`src/rtl/scp_pkg.sv`:
```
// Shared types for the scp light sequencer.
// State encodings, light bit positions and timer width.
package scp_pkg;

    localparam int TIMER_W = 8;

    localparam int LIGHT_GREEN  = 0;
    localparam int LIGHT_YELLOW = 1;
    localparam int LIGHT_RED    = 2;

    typedef enum logic [2:0] {
        S_IDLE     = 3'd0,
        S_GRANT    = 3'd1,
        S_COOLDOWN = 3'd2,
        S_LOCKDOWN = 3'd3
    } state_e;

endpackage

```
`src/rtl/light_dwell_timer.sv`:
```
// Saturating per-state dwell counter.
// Compare flags feed the sequencer release logic.
module light_dwell_timer
    import scp_pkg::*;
#(
    parameter int HOLD_MIN = 3,
    parameter int HOLD_MAX = 8,
    parameter int COOLDOWN = 2
) (
    input  logic               clock,
    input  logic               reset_n,
    input  logic               clr,
    input  logic               en,
    output logic [TIMER_W-1:0] timer,
    output logic               at_min,
    output logic               at_max,
    output logic               at_cool
);

    localparam logic [TIMER_W-1:0] MIN_C  = TIMER_W'(HOLD_MIN - 1);
    localparam logic [TIMER_W-1:0] MAX_C  = TIMER_W'(HOLD_MAX - 1);
    localparam logic [TIMER_W-1:0] COOL_C = TIMER_W'(COOLDOWN - 1);

    // Count cycles in the current state, clearing on state change.
    always_ff @(posedge clock) begin
        if (!reset_n || clr) begin
            timer <= '0;
        end else if (en && (timer != '1)) begin
            timer <= timer + 1'b1;
        end
    end

    assign at_min  = (timer >= MIN_C);
    assign at_max  = (timer == MAX_C);
    assign at_cool = (timer == COOL_C);

endmodule

```
`src/rtl/scp_light_sequencer.sv`:
```
// Arbitrates green/yellow/red requesters onto a one-hot light bus.
// Red has priority; green and yellow alternate round-robin.
module scp_light_sequencer
    import scp_pkg::*;
#(
    parameter int HOLD_MIN = 3,
    parameter int HOLD_MAX = 8,
    parameter int COOLDOWN = 2
) (
    input  logic               clock,
    input  logic               reset_n,
    input  logic               req_green,
    input  logic               req_yellow,
    input  logic               req_red,
    output logic               green,
    output logic               yellow,
    output logic               red,
    output logic               timeout,
    output logic [2:0]         state,
    output logic [TIMER_W-1:0] timer
);

    localparam logic [2:0] L_GREEN  = 3'(1 << LIGHT_GREEN);
    localparam logic [2:0] L_YELLOW = 3'(1 << LIGHT_YELLOW);
    localparam logic [2:0] L_RED    = 3'(1 << LIGHT_RED);

    state_e     state_q, state_d;
    logic [2:0] lights_q, lights_d;
    logic       ptr_q, ptr_d;
    logic       timeout_q, timeout_d;
    logic       at_min, at_max, at_cool;
    logic       owner_req, voluntary, pick_yellow;

    light_dwell_timer #(
        .HOLD_MIN (HOLD_MIN),
        .HOLD_MAX (HOLD_MAX),
        .COOLDOWN (COOLDOWN)
    ) u_timer (
        .clock   (clock),
        .reset_n (reset_n),
        .clr     (state_d != state_q),
        .en      (1'b1),
        .timer   (timer),
        .at_min  (at_min),
        .at_max  (at_max),
        .at_cool (at_cool)
    );

    // Next state, next lights, pointer and timeout pulse.
    always_comb begin
        state_d     = state_q;
        lights_d    = lights_q;
        ptr_d       = ptr_q;
        timeout_d   = 1'b0;
        owner_req   = lights_q[LIGHT_YELLOW] ? req_yellow : req_green;
        voluntary   = at_min && (!owner_req || req_red);
        pick_yellow = req_yellow && (!req_green || ptr_q);
        case (state_q)
            S_IDLE: begin
                lights_d = '0;
                if (req_red) begin
                    state_d  = S_LOCKDOWN;
                    lights_d = L_RED;
                end else if (req_green || req_yellow) begin
                    state_d  = S_GRANT;
                    lights_d = pick_yellow ? L_YELLOW : L_GREEN;
                end
            end
            S_GRANT: begin
                if (voluntary || at_max) begin
                    state_d   = S_COOLDOWN;
                    lights_d  = '0;
                    ptr_d     = !lights_q[LIGHT_YELLOW];
                    timeout_d = at_max && !voluntary;
                end
            end
            S_LOCKDOWN: begin
                if (at_min && !req_red) begin
                    state_d  = S_COOLDOWN;
                    lights_d = '0;
                end
            end
            S_COOLDOWN: begin
                lights_d = '0;
                if (at_cool) begin
                    state_d = S_IDLE;
                end
            end
            default: begin
                state_d  = S_IDLE;
                lights_d = '0;
            end
        endcase
    end

    // Register state, lights, pointer and timeout.
    always_ff @(posedge clock) begin
        if (!reset_n) begin
            state_q   <= S_IDLE;
            lights_q  <= '0;
            ptr_q     <= 1'b0;
            timeout_q <= 1'b0;
        end else begin
            state_q   <= state_d;
            lights_q  <= lights_d;
            ptr_q     <= ptr_d;
            timeout_q <= timeout_d;
        end
    end

    assign green   = lights_q[LIGHT_GREEN];
    assign yellow  = lights_q[LIGHT_YELLOW];
    assign red     = lights_q[LIGHT_RED];
    assign timeout = timeout_q;
    assign state   = state_q;

endmodule

```
`config.mk`:
```
export PLATFORM = sky130hd
export DESIGN_NAME = scp_light_sequencer
export DESIGN_NICKNAME = d
export VERILOG_FILES = /design/src/rtl/scp_pkg.sv /design/src/rtl/light_dwell_timer.sv /design/src/rtl/scp_light_sequencer.sv
export SDC_FILE = /design/constraint.sdc
export NUM_CORES = 1
export LEC_CHECK = 0
export ABC_AREA = 1
export CAP_MARGIN = 20
export CORE_MARGIN = 2
export CORE_UTILIZATION = 52
export CTS_BUF_LIST = sky130_fd_sc_hd__clkbuf_8 sky130_fd_sc_hd__clkbuf_16
export DETAILED_ROUTE_END_ITERATION = 12
export PLACE_DENSITY = 0.82
export SLEW_MARGIN = 20
export SYNTH_ARGS = -nofsm -noshare
export SYNTH_HDL_FRONTEND = slang
export SYNTH_SLANG_ARGS = --single-unit
```
`constraint.sdc`:
```
create_clock -name clock -period 2.9 [get_ports clock]
set_input_delay 0.435 -clock clock [delete_from_list [all_inputs] [get_ports clock]]
set_output_delay 0.435 -clock clock [all_outputs]
set_load 0.02 [all_outputs]
```
==> impl_metrics.tcl, run 1 <==
set metrics [dict create \
    outcome "finished, final reports clean" \
    cts.repair_timing.setup_buffer_count 0 \
    ports_placed_on_the_boundary 20 \
    crit_type "reg2out" \
    cp-end-kind "output port" \
    hold_class "reg2reg" \
    grt_pass1_wl_um 3325 \
    max_freq_mhz 558.7 \
    worstPathRequired_ns 2.47 \
    clock_sinks 16 \
    vias_per_cell 5.151 \
    power.total_uw 487.5 \
    routed_via_count 855 \
    insertedDiodeCount 0 \
    core_region_area_mm2 0.001670 \
    post-dp-hpwl_um 1450 \
    max_stage_delay_ns 0.65 \
    fin_crit_ns 1.790 \
    rsz0062_at_grt "false" \
    syn_avg_cell_area_um2 7.160 \
    synth_async_sr_flop_share_pct 0 \
    die_area_mm2 0.002084 \
    worstSetupStartpointType "flip-flop" \
    hold_viol_final 0 \
    finalWorstSetupSlack_ns 1.110 \
    synth_nets 134 \
    drtIter0Drc 21 \
    clockPowerShare_pct 41.2 \
    critical-path-top-delay-family "buffers and inverters" \
    grt_overflow 0 \
    synth.ff_latch_count 16 \
    final_cell_mix "nand2_1 (21), clkdlybuf4s50_1 (19), inv_1 (18)" \
    synth_cells 126 \
    cts-buffers-inserted 3 \
    floorplan.rows 15 \
    dpl_worst_slack_ns 1.011 \
    cp_num_buf_inv 1 \
    clock_path_buffers 2 \
    power.switching_fraction_pct 24.29 \
    firstDrtPassIters 4 \
    setup-tns-final_ns 0 \
    cellLeakagePower_nw 0.4916 \
    syn_area_um2 902.1 \
    die-height_um 45.65 \
    maxCapViolations 0 \
    critPathArrivalTime_ns 1.35 \
    yosys.cell_types.count 23 \
    power.density_cell_area_mw_per_mm2 417.1 \
    crit_chain "clkdlybuf4s50_1" \
    final_nets 158 \
    gp_routability_congestion 0.8302 \
    p_int_uw 369.1 \
    start_util_pct 54.01 \
    cts_root_buffer "clkbuf_8" \
    port_buffers 19 \
    detail_route.wl_per_cell_um 11.37 \
    count_of_synthesis_stage_warnings_from_yosys 0 \
    clk_latency_ns 0.25 \
    count_of_flip_flops_with_a_built_in_enable_after_synthesis 0 \
    synth_sequential_area_ratio_pct 35.51 \
    h-tree-depth 1 \
    power.share.combinational_pct 11.7 \
    ir_worst_vdd_uv 344.6 \
    final-max-slew-violation-count 0 \
    power.switching_uw 118.4 \
    ratio_of_cells_with_drive_above_1_in_the_final_layout_pct 17.45 \
    relative_contribution_of_sequential_cells_to_total_power_pct 47.1 \
    clk_pin_slew_ns 0.06 \
    grt_start_max_net_pins 10 \
    final_common_cell "nand2_1" \
    antenna_violating_nets_post_route 0 \
    detail_route.drc_violations 0 \
    grt_pass1_vias 773 \
    grt_antenna_before_repair 0 \
    cts_tree "yes" \
    count_of_hold_fix_buffers_inserted_at_cts 0 \
    finClkSkew_ns 0.002903 \
    area.growth.synth_to_final_pct 29.54 \
    post_cts_resize_count 0 \
    yosys_most_used_dff "dfxtp_1" \
    die_width_um 45.65 \
    routed_wirelength_um 1887 \
    finalSetupViolCount 0 \
    cp_slowest_cell "clkdlybuf4s50_1" \
    track_usage_pct 22.54 \
    finalCritPeriodShare_pct 61.71 \
    timing.critical_path.fanout_max 7 \
]
-- power by group through the flow --
stage | Sequential, mW | Clock, mW | Combinational, mW
after CTS | 0.229 | 0.203 | 0.0570
final | 0.229 | 0.201 | 0.0571
after floorplan | 0.239 | 0 | 0.0310
after global routing | 0.230 | 0.211 | 0.0631
after detailed placement | 0.234 | 0 | 0.0566
after global placement | 0.234 | 0 | 0.0559
-- area by class of cell --
cell class              instances  area (µm²)
clock buffers                   4       55.05
fillers                       139       501.7
inverters                      20       75.07
multi-input cells              90       506.7
flip-flops and latches         16       320.3
well taps                      17       21.27
repair buffers                 19       190.2
-- worst register-to-register path: stages (launching register included) --
cell	delay, ns
dfxtp_1	0.44
inv_1	0.07
ha_1	0.19
nor2_1	0.11
nand2_2	0.08
o21ai_0	0.17
nand2_1	0.10
a31oi_2	0.24
nand2_4	0.14
nor2_2	0.12
-- routing by layer --
metal  GRT usage (%)  vias to the layer above  share of wire [%]
li1                -                      438                  -
met1           29.66                      386                 48
met2           35.21                       27                 47
met3           5.952                        4                4.0
met4           8.235                        0                1.6
met5               0                        -                  0
-- path summary, 6_finish.rpt --
path / start / end / slack (ns) / depth (start not counted)
setup / recovery: u_timer.timer[1] / timer[1] / 1.11 / 1
hold / removal: ptr_q / ptr_q / 0.45 / 2
setup reg to reg: u_timer.timer[0] / u_timer.timer[3] / 1.16 / 9
hold reg to reg: ptr_q / ptr_q / 0.45 / 2
-- stage by stage --
stage / cells / util [%] / cell area (µm²) / hold slack (ns)
final: 166 / 69.96 / 1169 / 0.4532
after global routing: 166 / 69.96 / 1169 / 0.4809
after CTS: 166 / 69.96 / 1169 / 0.4627
after detailed placement: 162 / 66.67 / 1114 / 0.4543
after global placement: 162 / 66.67 / 1114 / 0.4486
after floorplan: 126 / - / 902.1 / 0.4291
-- registers in the layout (all words and copies together) (netlist names) --
signal	cells
u_timer.timer	8
lights_q	3
ptr_q	1
state	3
timeout	1
-- synthesized netlist by cell type, drive strengths merged (3+ instances only) --
master	instances	share of area (%)
a21oi	9	5.0
dfxtp	16	36
ha	3	4.2
inv	19	7.9
nand2	27	13
nand3	7	4.4
nand4	3	2.1
nor2	24	14
o21ai	7	4.3
xor2	5	4.9
-- logic make-up after synthesis --
| logic type | Yosys count | synth area share [%] |
|---|---|---|
| compound gates | 17 | 10.68 |
| xor+xnor | 5 | 4.854 |
| fa+ha+maj | 3 | 4.161 |
| buf+inv | 20 | 8.320 |
| flops | 16 | 35.51 |
| other cells | 1 | 0.4157 |
| simple gates | 64 | 36.06 |
Power figures use the tool's default switching activity.
==> run 2, diff against run 1 <==
CORE_UTILIZATION = 48   (was 52)
PLACE_DENSITY = 0.77   (was 0.82)
clock period = 1.7 ns   (was 2.9 ns; I/O delays follow)
==> run 2 against run 1 <==
Effect of this change:
- utilization up 2.5 points
- critical path depth up 8
- non-clock buffer count is 6 higher
- cell count grew 8.4%
- wire length grew 6.4%
- global-route usage decreased by 3.1 points
- clock skew grew 0.0014 ns
- setup slack lost 1.0 ns
==> impl_metrics.tcl, run 2 (synthesized netlist as in run 1, its figures left out) <==
set metrics [dict create \
    finalSetupViolCount 0 \
    clock_path_buffers 2 \
    insertedDiodeCount 0 \
    vias_per_cell 4.833 \
    grt_pass1_wl_um 2994 \
    final-max-slew-violation-count 0 \
    detail_route.drc_violations 0 \
    max_freq_mhz 628.5 \
    clock_sinks 16 \
    finalCritPeriodShare_pct 93.59 \
    hold_class "reg2reg" \
    grt_overflow 0 \
    final.fill_count 162 \
    count_of_hold_fix_buffers_inserted_at_cts 0 \
    die_width_um 47.35 \
    port_buffers 19 \
    regArea_um2 325.3 \
    multi_input_comb_area_um2 540.5 \
    area.growth.synth_to_final_pct 40.22 \
    routed_via_count 870 \
    outcome "finished, final reports clean" \
    clk_latency_ns 0.25 \
    gp_routability_congestion 0.8658 \
    power.total_uw 839.0 \
    start_util_pct 51.68 \
    die_area_mm2 0.002242 \
    maxCapViolations 0 \
    fin_crit_ns 1.591 \
    setup-tns-final_ns 0 \
    cts_tree "yes" \
    core_region_area_mm2 0.001745 \
    crit_type "reg2reg" \
    final_cell_mix "nand2_1 (20), clkdlybuf4s50_1 (19), inv_1 (18)" \
    routed_wirelength_um 2008 \
    grt_antenna_before_repair 0 \
    power.density_cell_area_mw_per_mm2 663.3 \
    final_common_cell "nand2_1" \
    finClkSkew_ns 0.004277 \
    antenna_violating_nets_post_route 0 \
    cts_root_buffer "clkbuf_8" \
    worstSetupStartpointType "flip-flop" \
    firstDrtPassIters 4 \
    grt_start_max_net_pins 10 \
    h-tree-depth 1 \
    ratio_of_cells_with_drive_above_1_in_the_final_layout_pct 26.45 \
    timing.critical_path.fanout_max 8 \
    cp-end-kind "flip-flop" \
    drtIter0Drc 23 \
    ports_placed_on_the_boundary 20 \
    clk_pin_slew_ns 0.07 \
    post-dp-hpwl_um 1541 \
    cts-buffers-inserted 3 \
    critPathArrivalTime_ns 1.78 \
    max_flop_register "u_timer.timer" \
    worstPathRequired_ns 1.88 \
    ir_worst_vdd_uv 474.7 \
    grt_pass1_vias 752 \
    largest_reg_flops 8 \
    detail_route.wl_per_cell_um 11.16 \
    floorplan.rows 15 \
    fin_util_pct 72.47 \
    die-height_um 47.35 \
    final_nets 164 \
    rsz0062_at_grt "false" \
    track_usage_pct 19.45 \
    hold_viol_final 0 \
    cellLeakagePower_nw 0.5270 \
]
run 2: worst paths after layout:
check / cells after the start / from / slack (ns) / to
setup reg to reg: 9 / u_timer.timer[0] / 0.11 / u_timer.timer[1]
hold / removal: 2 / ptr_q / 0.46 / ptr_q
setup / recovery: 9 / u_timer.timer[0] / 0.11 / u_timer.timer[1]
hold reg to reg: 2 / ptr_q / 0.46 / ptr_q
run 2: area by class of cell:
cell class                      instances  area share, %
Multi-Input combinational cell         90          42.73
Sequential cell                        16          25.72
Timing Repair Buffer                   25          18.60
Inverter                               20          6.133
Clock buffer                            4          4.352
Tap cell                               25          2.473
run 2: metal layers:
| layer | track usage (%) | wire length, µm | vias to the layer above |
|---|---|---|---|
| met1 | 23.02 | 870 | 395 |
| li1 | - | - | 451 |
| met3 | 5.000 | 85 | 2 |
| met5 | 0 | 0 | - |
| met4 | 8.333 | 12 | 0 |
| met2 | 32.97 | 1039 | 22 |
run 2: metrics by stage:
stage,instances,worst slack (ns),hold slack [ns],area (µm²)
after detailed placement,175,0.0003162,0.4517,1161
after global routing,180,0.01603,0.4768,1265
after global placement,175,0.04952,0.4492,1161
after CTS,179,0.06496,0.4605,1216
after floorplan,126,0.05956,0.3851,902.1
final,180,0.1090,0.4591,1265
run 2: worst max-delay path, stage by stage (launching register included):
cell     delay [ns]
dfxtp_2        0.34
inv_1          0.05
ha_2           0.17
nor2_2         0.11
nand2_2        0.08
o21ai_4        0.18
nand3_2        0.13
a31oi_4        0.21
nand2_4        0.13
nor2_2         0.13
run 2: repair_timing:
| item | in CTS | in global routing |
|---|---|---|
| gates resized for setup | 0 | 13 |
| endpoints found under the setup margin | 0 | 8 |
| buffers inserted | 0 | 1 |
| hold endpoints to repair | 0 | 0 |
run 2: power by group:
group	internal, mW	total (mW)	switching (mW)	leakage (nW)
sequential	0.381	0.389	0.00735	0.131
combinational	0.0509	0.114	0.0631	0.367
clock	0.205	0.336	0.131	0.0288
total	0.638	0.839	0.201	0.527
==> variant 1 (flow settings as in run 1) <==
Register the inputs `req_green`, `req_yellow` and `req_red` before use. The logic sees them one clock later.
--- a/src/rtl/scp_light_sequencer.sv
+++ b/src/rtl/scp_light_sequencer.sv
@@ -25,2 +25,12 @@
     localparam logic [2:0] L_RED    = 3'(1 << LIGHT_RED);
+
+    logic req_green_q;
+    logic req_yellow_q;
+    logic req_red_q;
+
+    always_ff @(posedge clock) begin
+        req_green_q  <= req_green;
+        req_yellow_q <= req_yellow;
+        req_red_q    <= req_red;
+    end
 
@@ -54,5 +64,5 @@
         timeout_d   = 1'b0;
-        owner_req   = lights_q[LIGHT_YELLOW] ? req_yellow : req_green;
-        voluntary   = at_min && (!owner_req || req_red);
-        pick_yellow = req_yellow && (!req_green || ptr_q);
+        owner_req   = lights_q[LIGHT_YELLOW] ? req_yellow_q : req_green_q;
+        voluntary   = at_min && (!owner_req || req_red_q);
+        pick_yellow = req_yellow_q && (!req_green_q || ptr_q);
         case (state_q)
@@ -60,6 +70,6 @@
                 lights_d = '0;
-                if (req_red) begin
+                if (req_red_q) begin
                     state_d  = S_LOCKDOWN;
                     lights_d = L_RED;
-                end else if (req_green || req_yellow) begin
+                end else if (req_green_q || req_yellow_q) begin
                     state_d  = S_GRANT;
@@ -77,3 +87,3 @@
             S_LOCKDOWN: begin
-                if (at_min && !req_red) begin
+                if (at_min && !req_red_q) begin
                     state_d  = S_COOLDOWN;
Function: changed (Yosys sat finds a counterexample within 4 cycles, from zero or initial values and one cycle with reset_n low).
==> variant 1 against run 1 <==
Wire length up 9.3%. Critical path depth unchanged. Area after synthesis grew 13%. Sequential cell count increased by 3. Cell area rose by 11%. Setup slack worse by 0.063 ns. Power is 7.1% higher. Non-clock buffer count is the same. Critical endpoint is now state[2]. Largest power group unchanged.
==> variant 1: results (changes against run 1) <==
- Status: completed (unchanged)
- Wire length on met1: 970 um (was 898 um)
- Signal buf overhead: 14.7% (was 16.3%)
- Vias: 864 (was 855)
- Post-synthesis compound-gate area fraction: 10.9% (was 10.7%)
- Inverters: 18 (was 20)
- Synth top area cells: dfxtp_1 37%, nor3_2 7.8%, inv_1 6.2% (was dfxtp_1 36%, nand2_1 8.7%, nor2_2 7.6%)
- Fmax: 540 MHz (was 559 MHz)
- GRT Util Overall: 19.5% (was 22.5%)
- Combinational Power: 0.0648 mW (was 0.0571 mW)
- Clock buffer cells: 3 (was 4)
- Seq area share: 29.4% (was 27.4%)
- R2R depth: 8 (was 9)
- Core Util, Final: 68.0% (was 70.0%)
- Sequential area share after synthesis: 37.2% (was 35.5%)
- Syn nets: 133 (was 134)
- Drt wl/cell: 11.8 um (was 11.4 um)
- Multi-input combinational cell count: 88 (was 90)
- Met3 wire length: 55 um (was 76 um)
- Worst r2r src: u_timer.timer[1]$_SDFFE_PP0P_ (was u_timer.timer[0]$_SDFFE_PP0P_)
- Seq Cell Count: 19 (was 16)
- Max Clock Skew: 0.00114 ns (was 0.00290 ns)
- R2r endpoint: u_timer.timer[0]$_SDFFE_PP0P_ (was u_timer.timer[3]$_SDFFE_PP0P_)
- Most frequent cell after synthesis: dfxtp_1 (was nand2_1)
- Multi-input combinational area share: 44.4% (was 43.4%)
- Adder-Cell Fraction of Synth Area: 3.67% (was 4.16%)
- Power per cell area: 404 nW/um2 (was 417 nW/um2)
- Total placed cells including tap cells: 171 (was 162)
- Setup crit end: state[2] (was timer[1])
- Critical Path Max Stage Delay: 0.67 ns (was 0.65 ns)
- Internal cell power: 0.388 mW (was 0.369 mW)
- Met3 usage: 2.78% (was 5.95%)
- Layout fillers: 163 (was 139)
- Die footprint: 2340 um2 (was 2080 um2)
- Syn Area/Cell: 8.19 um2 (was 7.16 um2)
- DPL Wire Length: 1620 um (was 1450 um)
variant 1: how the worst min path moves through the flow:
stage,start,to,slack [ns],cells past startpoint
6_report,lights_q[0]$_SDFFE_PN0P_,lights_q[0]$_SDFFE_PN0P_,0.48,2
5_1_grt,lights_q[0]$_SDFFE_PN0P_,lights_q[0]$_SDFFE_PN0P_,0.50,2
4_1_cts,lights_q[0]$_SDFFE_PN0P_,lights_q[0]$_SDFFE_PN0P_,0.48,2
3_5_place_dp,lights_q[0]$_SDFFE_PN0P_,lights_q[0]$_SDFFE_PN0P_,0.47,2
3_3_place_gp,lights_q[0]$_SDFFE_PN0P_,lights_q[0]$_SDFFE_PN0P_,0.47,2
2_1_floorplan,ptr_q$_SDFFE_PN0P_,ptr_q$_SDFFE_PN0P_,0.44,2
==> variant 2 (settings of run 1) <==
Made on the original files. Set the package constant `TIMER_W` to 10 (it was 8).
--- a/src/rtl/scp_pkg.sv
+++ b/src/rtl/scp_pkg.sv
@@ -4,3 +4,3 @@
 
-    localparam int TIMER_W = 8;
+    localparam int TIMER_W = 10;
 
Interface: changed (resized timer); port bits go from 20 to 22. The function was not compared with the original's and may differ.
==> variant 2 against run 1 <==
Wire length grew 16%. Critical endpoint is now timer[3]. Setup slack got worse by 0.069 ns. Area after synthesis is 14% higher. Largest cell class unchanged. Count of clock-buffer cells in the layout unchanged. Cell area is 14% higher. Critical path type unchanged. Combinational power is 19% higher. Power is 9.2% higher. Sequential cell count increased by 2.
==> variant 2: results (changes against run 1) <==
- Status: completed (unchanged)
- Nets: 173 (was 158)
- Reg2Reg Setup Slack: 1.07 ns (was 1.16 ns)
- First-pass GRT wire length: 3850 um (was 3330 um)
- DPL Wire Length: 1640 um (was 1450 um)
- YS warnings: 0 (unchanged)
- WHS: 0.456 ns (was 0.453 ns)
- Final worst path period need: 1.86 ns (was 1.79 ns)
- Clk slew on worst S/H paths: 0.07 ns
- Met1 Usage GRT: 22.9% (was 29.7%)
- Sequential area share after synthesis: 34.9% (was 35.5%)
- Worst r2r src: u_timer.timer[1]$_SDFFE_PP0P_ (was u_timer.timer[0]$_SDFFE_PP0P_)
- Synth unique cells: 29 (was 23)
- Power per cell area: 400 nW/um2 (was 417 nW/um2)
- Buffers inserted by post-CTS timing repair: 0 (unchanged)
- DR iter-0 viols: 6 (was 21)
- Leakage: 0.560 nW (was 0.492 nW)
- Via density: 4.99 (was 5.15)
- Dpl cell area: 1280 um2 (was 1110 um2)
- Layout fillers: 178 (was 139)
- Drt wl/cell: 11.5 um (was 11.4 um)
- Max reg flops: 10 (was 8)
- Critical Path Max Stage Delay: 0.67 ns (was 0.65 ns)
- GRT Util Overall: 21.0% (was 22.5%)
- CP arrival: 1.42 ns (was 1.35 ns)
- R2r endpoint: u_timer.timer[4]$_SDFFE_PP0P_ (was u_timer.timer[3]$_SDFFE_PP0P_)
- Total placed cells including tap cells: 187 (was 162)
- Syn nets: 147 (was 134)
- Syn Area/Cell: 7.43 um2 (was 7.16 um2)
- Placer Congestion: 0.882 (was 0.830)
- Max Clock Skew: 0.00218 ns (was 0.00290 ns)
- Crit path max fanout: 8 (was 7)
- Crit path from: u_timer.timer[3]$_SDFFE_PP0P_ (was u_timer.timer[1]$_SDFFE_PP0P_)
- Placement Setup Slack: 1.00 ns (was 1.01 ns)
- Share of layout cells above drive strength 1: 18.9% (was 17.4%)
- Seq pwr share: 48.9% (was 47.1%)
- Setup crit end: timer[3] (was timer[1])
- Commonest cells in the netlist: 25 x nand2_1, 18 x dfxtp_1, 18 x inv_1 (was 21 x nand2_1, 18 x inv_1, 16 x dfxtp_1)
- Switching part of the total: 24.3% (about the same)
- Number of global-route vias before repair: 908 (was 773)
- Multi-input gate area: 593 um2 (was 507 um2)
- VDD IR-drop max: 0.314 mV (was 0.345 mV)
- Met3 usage: 4.32% (was 5.95%)
- Port Buf Inserts: 21 (was 19)
- Synth top area cells: dfxtp_1 35%, nand2_1 9.1%, nor2_2 7.9% (was dfxtp_1 36%, nand2_1 8.7%, nor2_2 7.6%)
- Final Non-Filler Cells: 191 (was 166)
- Largest net degree at the start of global routing: 11 (was 10)
[variant 2: changes by cell type after synthesis, moves of 2 or more]
cell and change:
nor3b_1 +2, nor2_1 +2, nand2_2 -2, xor2_1 -2, nand2_1 +4, nor2_2 +2, inv_2 +2, a21oi_1 -3
dfxtp_1 +2
[variant 2: cell type report]
class / instances / share of cell area [%]
multi-input cells: 100 / 44.5
flip-flops and latches: 18 / 27.1
repair buffers: 21 / 15.8
inverters: 21 / 5.92
clock buffers: 4 / 4.14
well taps: 27 / 2.54
[variant 2: per-layer routing]
metal / part of all wire, % / wire, um
met5: 0 / 0
met4: 1.7 / 38
met3: 3.7 / 80
met2: 50 / 1100
met1: 44 / 971
[variant 2: kinds of logic after synthesis]
group | after synthesis | synth area share [%]
fa+ha+maj | 3 | 3.64
buf+inv | 21 | 7.64
compound gates | 19 | 12.2
flops | 18 | 34.9
simple gates | 73 | 37.8
xor+xnor | 4 | 3.39
other cells | 1 | 0.363
